$ cat src/rtl/sprite_compositor_if.sv
// Pixel/config bus between the video timing source and sprite_compositor.
// Carries per-frame config (frame_start, player_mode, layer_en, flash_en),
// the per-pixel stream (pix_valid, DrawX/DrawY, layer_hit, layer_pix, ground_pix)
// and the composited result (Red/Green/Blue, out_valid, overlap, blink_phase).
// master: the side driving pixels and config; slave: the compositor.
interface sprite_compositor_if #(
    parameter int unsigned NUM_LAYERS = 6
);
    logic                         frame_start;
    logic [1:0]                   player_mode;
    logic [NUM_LAYERS-1:0]        layer_en;
    logic [NUM_LAYERS-1:0]        flash_en;
    logic                         pix_valid;
    logic [9:0]                   DrawX;
    logic [9:0]                   DrawY;
    logic [NUM_LAYERS-1:0]        layer_hit;
    logic [24*NUM_LAYERS-1:0]     layer_pix;
    logic [23:0]                  ground_pix;
    logic [7:0]                   Red;
    logic [7:0]                   Green;
    logic [7:0]                   Blue;
    logic                         out_valid;
    logic                         overlap;
    logic                         blink_phase;

    modport master (
        output frame_start, player_mode, layer_en, flash_en,
        output pix_valid, DrawX, DrawY, layer_hit, layer_pix, ground_pix,
        input  Red, Green, Blue, out_valid, overlap, blink_phase
    );

    modport slave (
        input  frame_start, player_mode, layer_en, flash_en,
        input  pix_valid, DrawX, DrawY, layer_hit, layer_pix, ground_pix,
        output Red, Green, Blue, out_valid, overlap, blink_phase
    );
endinterface

$ cat src/rtl/sprite_compositor.sv
// Two-stage pipelined sprite compositor.
// Ports:
//   Clk      - pixel clock
//   Reset_n  - synchronous active-low reset
//   bus_io   - sprite_compositor_if.slave: config inputs, pixel stream inputs,
//              registered RGB/out_valid/overlap and the blink_phase state.
// Stage 1 resolves which layers are effectively visible (hit, enabled, not keyed,
// not blinked out); stage 2 picks the highest-priority colour and the overlap flag.
// Config and blink state only change on frame_start so a frame never tears.
module sprite_compositor #(
    parameter int unsigned           NUM_LAYERS   = 6,
    parameter logic [9:0]            GROUND_Y     = 10'd416,
    parameter logic [23:0]           KEY_COLOR    = 24'hFF00FF,
    parameter logic [23:0]           BG_COLOR     = 24'h000000,
    parameter logic [NUM_LAYERS-1:0] ONE_P_MASK   = {NUM_LAYERS{1'b1}} ^ NUM_LAYERS'(2),
    parameter int unsigned           FLASH_PERIOD = 8
) (
    input logic                Clk,
    input logic                Reset_n,
    sprite_compositor_if.slave bus_io
);
    localparam logic [7:0] FlashLast = 8'(FLASH_PERIOD - 1);

    // Config and blink state
    logic [NUM_LAYERS-1:0] cfg_en_q, cfg_en_d;
    logic [NUM_LAYERS-1:0] cfg_flash_q, cfg_flash_d;
    logic [7:0]            frame_cnt_q, frame_cnt_d;
    logic                  blink_q, blink_d;

    // Stage 1
    logic                      v1_q, v1_d;
    logic [NUM_LAYERS-1:0]     eff1_q, eff1_d;
    logic [24*NUM_LAYERS-1:0]  pix1_q, pix1_d;
    logic [23:0]               gpix1_q, gpix1_d;
    logic                      gnd1_q, gnd1_d;

    // Stage 2
    logic        v2_q, v2_d;
    logic [23:0] rgb2_q, rgb2_d;
    logic        ovl2_q, ovl2_d;
    logic [7:0]  hit_cnt;

    // Horizontal position does not affect compositing.
    logic unused_drawx;
    assign unused_drawx = ^bus_io.DrawX;

    always_comb begin
        cfg_en_d    = cfg_en_q;
        cfg_flash_d = cfg_flash_q;
        frame_cnt_d = frame_cnt_q;
        blink_d     = blink_q;
        if (bus_io.frame_start) begin
            cfg_en_d    = bus_io.layer_en &
                          ((bus_io.player_mode == 2'b10) ? {NUM_LAYERS{1'b1}} : ONE_P_MASK);
            cfg_flash_d = bus_io.flash_en;
            if (frame_cnt_q == FlashLast) begin
                frame_cnt_d = '0;
                blink_d     = ~blink_q;
            end else begin
                frame_cnt_d = frame_cnt_q + 8'd1;
            end
        end
    end

    // Stage 1 uses the registered (old) config, so a frame_start pixel sees old state.
    always_comb begin
        eff1_d = '0;
        for (int i = 0; i < int'(NUM_LAYERS); i++) begin
            eff1_d[i] = bus_io.layer_hit[i] & cfg_en_q[i] &
                        (bus_io.layer_pix[24*i +: 24] != KEY_COLOR) &
                        ~(cfg_flash_q[i] & blink_q);
        end
        v1_d    = bus_io.pix_valid;
        pix1_d  = bus_io.layer_pix;
        gpix1_d = bus_io.ground_pix;
        gnd1_d  = (bus_io.DrawY >= GROUND_Y);
    end

    always_comb begin
        rgb2_d  = gnd1_q ? gpix1_q : BG_COLOR;
        hit_cnt = '0;
        // Walk from lowest priority up so the lowest visible index wins.
        for (int i = int'(NUM_LAYERS) - 1; i >= 0; i--) begin
            if (eff1_q[i]) begin
                rgb2_d = pix1_q[24*i +: 24];
            end
        end
        for (int i = 0; i < int'(NUM_LAYERS); i++) begin
            hit_cnt = hit_cnt + 8'(eff1_q[i]);
        end
        ovl2_d = (hit_cnt >= 8'd2);
        v2_d   = v1_q;
        if (!v1_q) begin
            rgb2_d = '0;
            ovl2_d = 1'b0;
        end
    end

    always_ff @(posedge Clk) begin
        if (!Reset_n) begin
            cfg_en_q    <= ONE_P_MASK;
            cfg_flash_q <= '0;
            frame_cnt_q <= '0;
            blink_q     <= 1'b0;
            v1_q        <= 1'b0;
            eff1_q      <= '0;
            pix1_q      <= '0;
            gpix1_q     <= '0;
            gnd1_q      <= 1'b0;
            v2_q        <= 1'b0;
            rgb2_q      <= '0;
            ovl2_q      <= 1'b0;
        end else begin
            cfg_en_q    <= cfg_en_d;
            cfg_flash_q <= cfg_flash_d;
            frame_cnt_q <= frame_cnt_d;
            blink_q     <= blink_d;
            v1_q        <= v1_d;
            eff1_q      <= eff1_d;
            pix1_q      <= pix1_d;
            gpix1_q     <= gpix1_d;
            gnd1_q      <= gnd1_d;
            v2_q        <= v2_d;
            rgb2_q      <= rgb2_d;
            ovl2_q      <= ovl2_d;
        end
    end

    assign bus_io.Red         = rgb2_q[23:16];
    assign bus_io.Green       = rgb2_q[15:8];
    assign bus_io.Blue        = rgb2_q[7:0];
    assign bus_io.out_valid   = v2_q;
    assign bus_io.overlap     = ovl2_q;
    assign bus_io.blink_phase = blink_q;
endmodule
$ cat src/flat_wrapper.sv
// flat-port wrapper written by rule: the top's interface ports become plain ports
module sprite_compositor_flat 
#(
    parameter int unsigned           NUM_LAYERS   = 6,
    parameter logic [9:0]            GROUND_Y     = 10'd416,
    parameter logic [23:0]           KEY_COLOR    = 24'hFF00FF,
    parameter logic [23:0]           BG_COLOR     = 24'h000000,
    parameter logic [NUM_LAYERS-1:0] ONE_P_MASK   = {NUM_LAYERS{1'b1}} ^ NUM_LAYERS'(2),
    parameter int unsigned           FLASH_PERIOD = 8
)
  (Clk, Reset_n, bus_io_frame_start, bus_io_player_mode, bus_io_layer_en, bus_io_flash_en, bus_io_pix_valid, bus_io_DrawX, bus_io_DrawY, bus_io_layer_hit, bus_io_layer_pix, bus_io_ground_pix, bus_io_Red, bus_io_Green, bus_io_Blue, bus_io_out_valid, bus_io_overlap, bus_io_blink_phase);
  sprite_compositor_if #(.NUM_LAYERS(NUM_LAYERS)) bus_io_i ();
  input logic Clk;
  input logic Reset_n;
  input wire logic [$bits(bus_io_i.frame_start)-1:0] bus_io_frame_start;
  input wire logic [$bits(bus_io_i.player_mode)-1:0] bus_io_player_mode;
  input wire logic [$bits(bus_io_i.layer_en)-1:0] bus_io_layer_en;
  input wire logic [$bits(bus_io_i.flash_en)-1:0] bus_io_flash_en;
  input wire logic [$bits(bus_io_i.pix_valid)-1:0] bus_io_pix_valid;
  input wire logic [$bits(bus_io_i.DrawX)-1:0] bus_io_DrawX;
  input wire logic [$bits(bus_io_i.DrawY)-1:0] bus_io_DrawY;
  input wire logic [$bits(bus_io_i.layer_hit)-1:0] bus_io_layer_hit;
  input wire logic [$bits(bus_io_i.layer_pix)-1:0] bus_io_layer_pix;
  input wire logic [$bits(bus_io_i.ground_pix)-1:0] bus_io_ground_pix;
  output wire logic [$bits(bus_io_i.Red)-1:0] bus_io_Red;
  output wire logic [$bits(bus_io_i.Green)-1:0] bus_io_Green;
  output wire logic [$bits(bus_io_i.Blue)-1:0] bus_io_Blue;
  output wire logic [$bits(bus_io_i.out_valid)-1:0] bus_io_out_valid;
  output wire logic [$bits(bus_io_i.overlap)-1:0] bus_io_overlap;
  output wire logic [$bits(bus_io_i.blink_phase)-1:0] bus_io_blink_phase;
  assign bus_io_i.frame_start = bus_io_frame_start;
  assign bus_io_i.player_mode = bus_io_player_mode;
  assign bus_io_i.layer_en = bus_io_layer_en;
  assign bus_io_i.flash_en = bus_io_flash_en;
  assign bus_io_i.pix_valid = bus_io_pix_valid;
  assign bus_io_i.DrawX = bus_io_DrawX;
  assign bus_io_i.DrawY = bus_io_DrawY;
  assign bus_io_i.layer_hit = bus_io_layer_hit;
  assign bus_io_i.layer_pix = bus_io_layer_pix;
  assign bus_io_i.ground_pix = bus_io_ground_pix;
  assign bus_io_Red = bus_io_i.Red;
  assign bus_io_Green = bus_io_i.Green;
  assign bus_io_Blue = bus_io_i.Blue;
  assign bus_io_out_valid = bus_io_i.out_valid;
  assign bus_io_overlap = bus_io_i.overlap;
  assign bus_io_blink_phase = bus_io_i.blink_phase;
  sprite_compositor #(.NUM_LAYERS(NUM_LAYERS), .GROUND_Y(GROUND_Y), .KEY_COLOR(KEY_COLOR), .BG_COLOR(BG_COLOR), .ONE_P_MASK(ONE_P_MASK), .FLASH_PERIOD(FLASH_PERIOD)) u_core (.Clk(Clk), .Reset_n(Reset_n), .bus_io(bus_io_i));
endmodule
$ cat config.mk
export PLATFORM = sky130hd
export DESIGN_NAME = sprite_compositor_flat
export DESIGN_NICKNAME = d
export VERILOG_FILES = /design/src/rtl/sprite_compositor_if.sv /design/src/rtl/sprite_compositor.sv /design/src/flat_wrapper.sv
export SDC_FILE = /design/constraint.sdc
export NUM_CORES = 1
export LEC_CHECK = 0
export BUFFER_PORTS_ARGS = -buffer_cell sky130_fd_sc_hd__buf_4
export CAP_MARGIN = 15
export CORE_MARGIN = 1
export CORE_UTILIZATION = 52
export CTS_CLUSTER_SIZE = 8
export DETAILED_ROUTE_END_ITERATION = 7
export PLACE_DENSITY = 0.86
export RECOVER_POWER = 100
export SLEW_MARGIN = 40
export SYNTH_ARGS = -nofsm -noshare
export SYNTH_HDL_FRONTEND = slang
export SYNTH_SLANG_ARGS = --single-unit
$ cat constraint.sdc
create_clock -name Clk -period 3.2 [get_ports Clk]
set_input_delay 0.32 -clock Clk [delete_from_list [all_inputs] [get_ports Clk]]
set_output_delay 0.32 -clock Clk [all_outputs]
set_load 0.02 [all_outputs]
==> results summary <==
The flow ran to the end, but the final reports show violations. The final reports fail on capacitance limit, slew limit. The root buffer cell chosen for the clock tree is sky130_fd_sc_hd__clkbuf_16. Timing would allow up to 371.1 MHz. In this run, the number of DRC markers left after iteration 0 of detailed routing was 687. The part of the Yosys area used for sequential elements came out at 0.5386.

The largest net degree at the start of global routing is 130. The most critical setup path has its startpoint at u_core.eff1_q[3]$_SDFF_PN0_. Including well taps, the total number of placed cells is 1211. After synthesis, the largest family of logic cells by area is simple AND/OR/NAND/NOR gates. Setup repair after global routing left no endpoint under its margin. The register bit total from synthesis came out at 223. The half-perimeter wire length after detailed placement came out at 17.61 mm. The area share of and/or/nand/nor cells after synthesis is 0.2640. The synthesized netlist occupies a cell area of 8288 um^2. The total number of yosys warnings came out at 0. The fraction of layout cells with a size suffix above 1 came out at 0.2287.

The min-delay analysis places its worst path in the category primary input to flip-flop. From left edge to right edge, the die measures 128.2 um. The number of standard cells in the final layout excluding fillers is 1278.

The clock transition at the registers of the reported paths came out at 0.05 ns. For the pin with the worst max-slew slack, the measured transition is 2.079 ns. The count of flip-flops with a built-in enable after synthesis is 0. The via count of the first global-routing pass is 7228.

The number of violations of the max-capacitance limit is 2. For this run, the leading register cell type out of synthesis is sky130_fd_sc_hd__dfxtp_1. Data on the critical path arrives at its endpoint at 3.17 ns. The worst-skew pair later-pin latency is 0.53 ns. At the end of the flow, the number of nets in the layout was 1285. The area growth from synthesis to final layout is 33.91%. The CTS tree is yes.

The startpoint identified for the worst register-to-register timing path is u_core.eff1_q[3]$_SDFF_PN0_. Of the total synthesized cell area, the portion taken by full adders, half adders and majority gates is 0.009360. The ratio of routed vias to standard cells came out at 5.671. Input and output buffers added on the ports amount to 223. Setup violations remaining at the end of the flow were counted as 0. The pre-antenna-repair detailed-routing pass consisted of 5 iterations.

The initial standard-cell utilization of the core is 0.5392. Yosys mapped the design onto 45 distinct sky130hd cell types. The final wirelength is 25.69 mm. STA classifies the critical path startpoint as a flip-flop. The areal power density over the cells came out at 577.6 nW/um^2.

Counting the fill cells in the layout gives 1118. Of the available clock period, the critical path in the final layout requires 0.8420. The number of nets produced by synthesis came out at 1040.

The worst relative slew slack came out at -0.3857. Across the routed clock network, the largest skew measured is 0.01281 ns. STA classifies the critical path endpoint as a flip-flop. The setup TNS is 0 ns. The summed area of non-filler cells in the final layout is 11100 um^2. Global routing finished with a remaining overflow of 0. The detail route stage leaves a number of antenna-violating nets equal to 0. The wire length of the first global-routing pass came out at 39.12 mm.

The mux cell area share after synthesis came out at 0.01449. Dividing the synthesized area by the synthesized cell count gives 10.07 um^2. The static leakage is 4.503 nW. The level count of the clock H-tree came out at 1. The die height came out at 128.2 um.

In the final routed layout, each cell accounts on average for 20.10 um. The final number of hold-violating endpoints is 0. The final-report max-slew violation count came out at 195.

The clock period minus worst slack came out at 2.694 ns. The I/O pin count is 239. The largest buffer count on any clock path is 3. The post-placement cell area is 10100 um^2.

The global placer's final weighted congestion is 0.8880. The share of async-settable or async-resettable flops after synthesis came out at 0. The area fraction in compound gates after synthesis is 0.1307. The post-synthesis share of cell area spent on xor and xnor gates is 0.004227. At the worst endpoint, the required time is 3.67 ns. The library cells used most frequently in the layout, excluding fill and tap cells, are sky130_fd_sc_hd__dfxtp_1 (222), sky130_fd_sc_hd__buf_4 (200), sky130_fd_sc_hd__and2_1 (101), sky130_fd_sc_hd__and2_0 (70), sky130_fd_sc_hd__nand2_1 (51).

The diode insertion count for antenna repair came out at 0. The initial antenna violation count came out at 0. The TritonCTS buffer count is 31. Across every metal layer, demand over resource in global routing totals 0.3154. The number of vias after detailed routing came out at 7247. The worst min-delay path startpoint is bus_io_ground_pix[6]. In the routed design, unresolved DRC markers number 0. The number of placement rows came out at 45. The largest vdd supply drop is 0.0004928 V. The floorplan step defined a die boundary enclosing 16450 um^2. The core area is 15370 um^2. The critical path is of the flip-flop to flip-flop type.

The cell count after synthesis is 823. Leaving out fill and tap cells, the most frequent cell in the layout is sky130_fd_sc_hd__dfxtp_1. The largest driver fanout on the critical path is 36.

The tree built by TritonCTS fans out to 223 sinks.
==> critical path: stages, from the launching register on <==
cell and delay [ns]:
sky130_fd_sc_hd__dfxtp_1 1.15, sky130_fd_sc_hd__buf_4 0.35, sky130_fd_sc_hd__nand3b_1 0.11, sky130_fd_sc_hd__a2111oi_0 0.82, sky130_fd_sc_hd__a211o_1 0.20
==> path summary, 6_finish.rpt <==
path | endpoint | slack, ns | cells past startpoint
setup / recovery | u_core.rgb2_q[20]$_SDFF_PN0_ | 0.51 | 4
hold / removal | u_core.gpix1_q[6]$_SDFF_PN0_ | 0.003 | 2
setup reg to reg | u_core.rgb2_q[20]$_SDFF_PN0_ | 0.51 | 4
hold reg to reg | u_core.cfg_en_q[3]$_SDFFE_PN1P_ | 0.47 | 2
==> flip-flops by register name, summed over array words and instances, names as in the netlist <==
name and flops:
u_core.v1_q 1, u_core.bus_io.blink_phase 1, u_core.eff1_q 6, u_core.rgb2_q 24
u_core.pix1_q 144, u_core.bus_io.overlap 1, u_core.cfg_en_q 6, u_core.gpix1_q 24
u_core.frame_cnt_q 8, u_core.bus_io.out_valid 1, u_core.gnd1_q 1, u_core.cfg_flash_q 6
==> synth_stat cells (all sizes together) (9+ instances only) <==
| cell | count | area [um^2] |
|---|---|---|
| a21oi | 31 | 155.2 |
| a22oi | 21 | 157.7 |
| and2 | 171 | 1070 |
| buf | 9 | 40.03 |
| clkbuf | 48 | 181.4 |
| dfxtp | 223 | 4464 |
| inv | 26 | 97.59 |
| mux2i | 12 | 120.1 |
| nand2 | 51 | 191.4 |
| nand4 | 15 | 93.84 |
| nand4b | 13 | 113.9 |
| nor2b | 32 | 200.2 |
| nor3b | 21 | 157.7 |
| nor4 | 13 | 81.33 |
| o2111a | 20 | 225.2 |
| o211ai | 21 | 157.7 |
| o311ai | 21 | 183.9 |
==> per-layer routing <==
layer / vias to the layer above / global-route usage / part of all wire
met3: 95 / 0.06720 / 0.093
li1: 3340 / - / -
met5: - / 0 / 0
met4: 0 / 0.1474 / 0.047
met2: 393 / 0.5005 / 0.45
met1: 3419 / 0.4103 / 0.41
==> power breakdown <==
part / switching, mW / internal (mW) / total (mW)
logic: 0.310 / 0.343 / 0.653
clock network: 1.08 / 1.68 / 2.76
registers: 0.0755 / 2.93 / 3.00
==> final cells by class <==
cell class	instances	area [um^2]	area share
Clock buffer	32	779.5	0.07024
Tap cell	211	264.0	0.02379
Multi-Input combinational cell	517	3508	0.3161
Sequential cell	223	4466	0.4024
Timing Repair Buffer	269	1983	0.1787
Inverter	26	97.59	0.008794
==> per-stage QoR <==
step | setup WS, ns | hold WS [ns] | utilization | power [mW]
after floorplan | 0.6278 | 0.4209 | - | 3.317
after global placement | 0.8571 | 0.4513 | 0.6567 | 3.642
after detailed placement | 0.7448 | 0.4603 | 0.6570 | 3.657
after CTS | 0.6756 | 0.0004896 | 0.7305 | 6.411
after global routing | 0.3820 | 0.002604 | 0.7220 | 6.586
final | 0.5055 | 0.003136 | 0.7220 | 6.410
==> timing repair <==
item                      4_1_cts  5_1_grt
hold endpoints to repair       35        0
buffers inserted                0        0
gates resized for setup         0        0
hold buffers                   35        0
==> logic make-up (layout without fill, tap and decap cells) <==
logic type / Yosys count / after routing
AO/OA/AOI/OAI: 139 / 139
XOR/XNOR: 4 / 4
buffers and inverters: 83 / 327
flip-flops: 223 / 223
multiplexers: 12 / 12
AND/OR/NAND/NOR: 357 / 357
adder cells (fa/ha/maj): 5 / 5
Power figures use the tool's default switching activity.
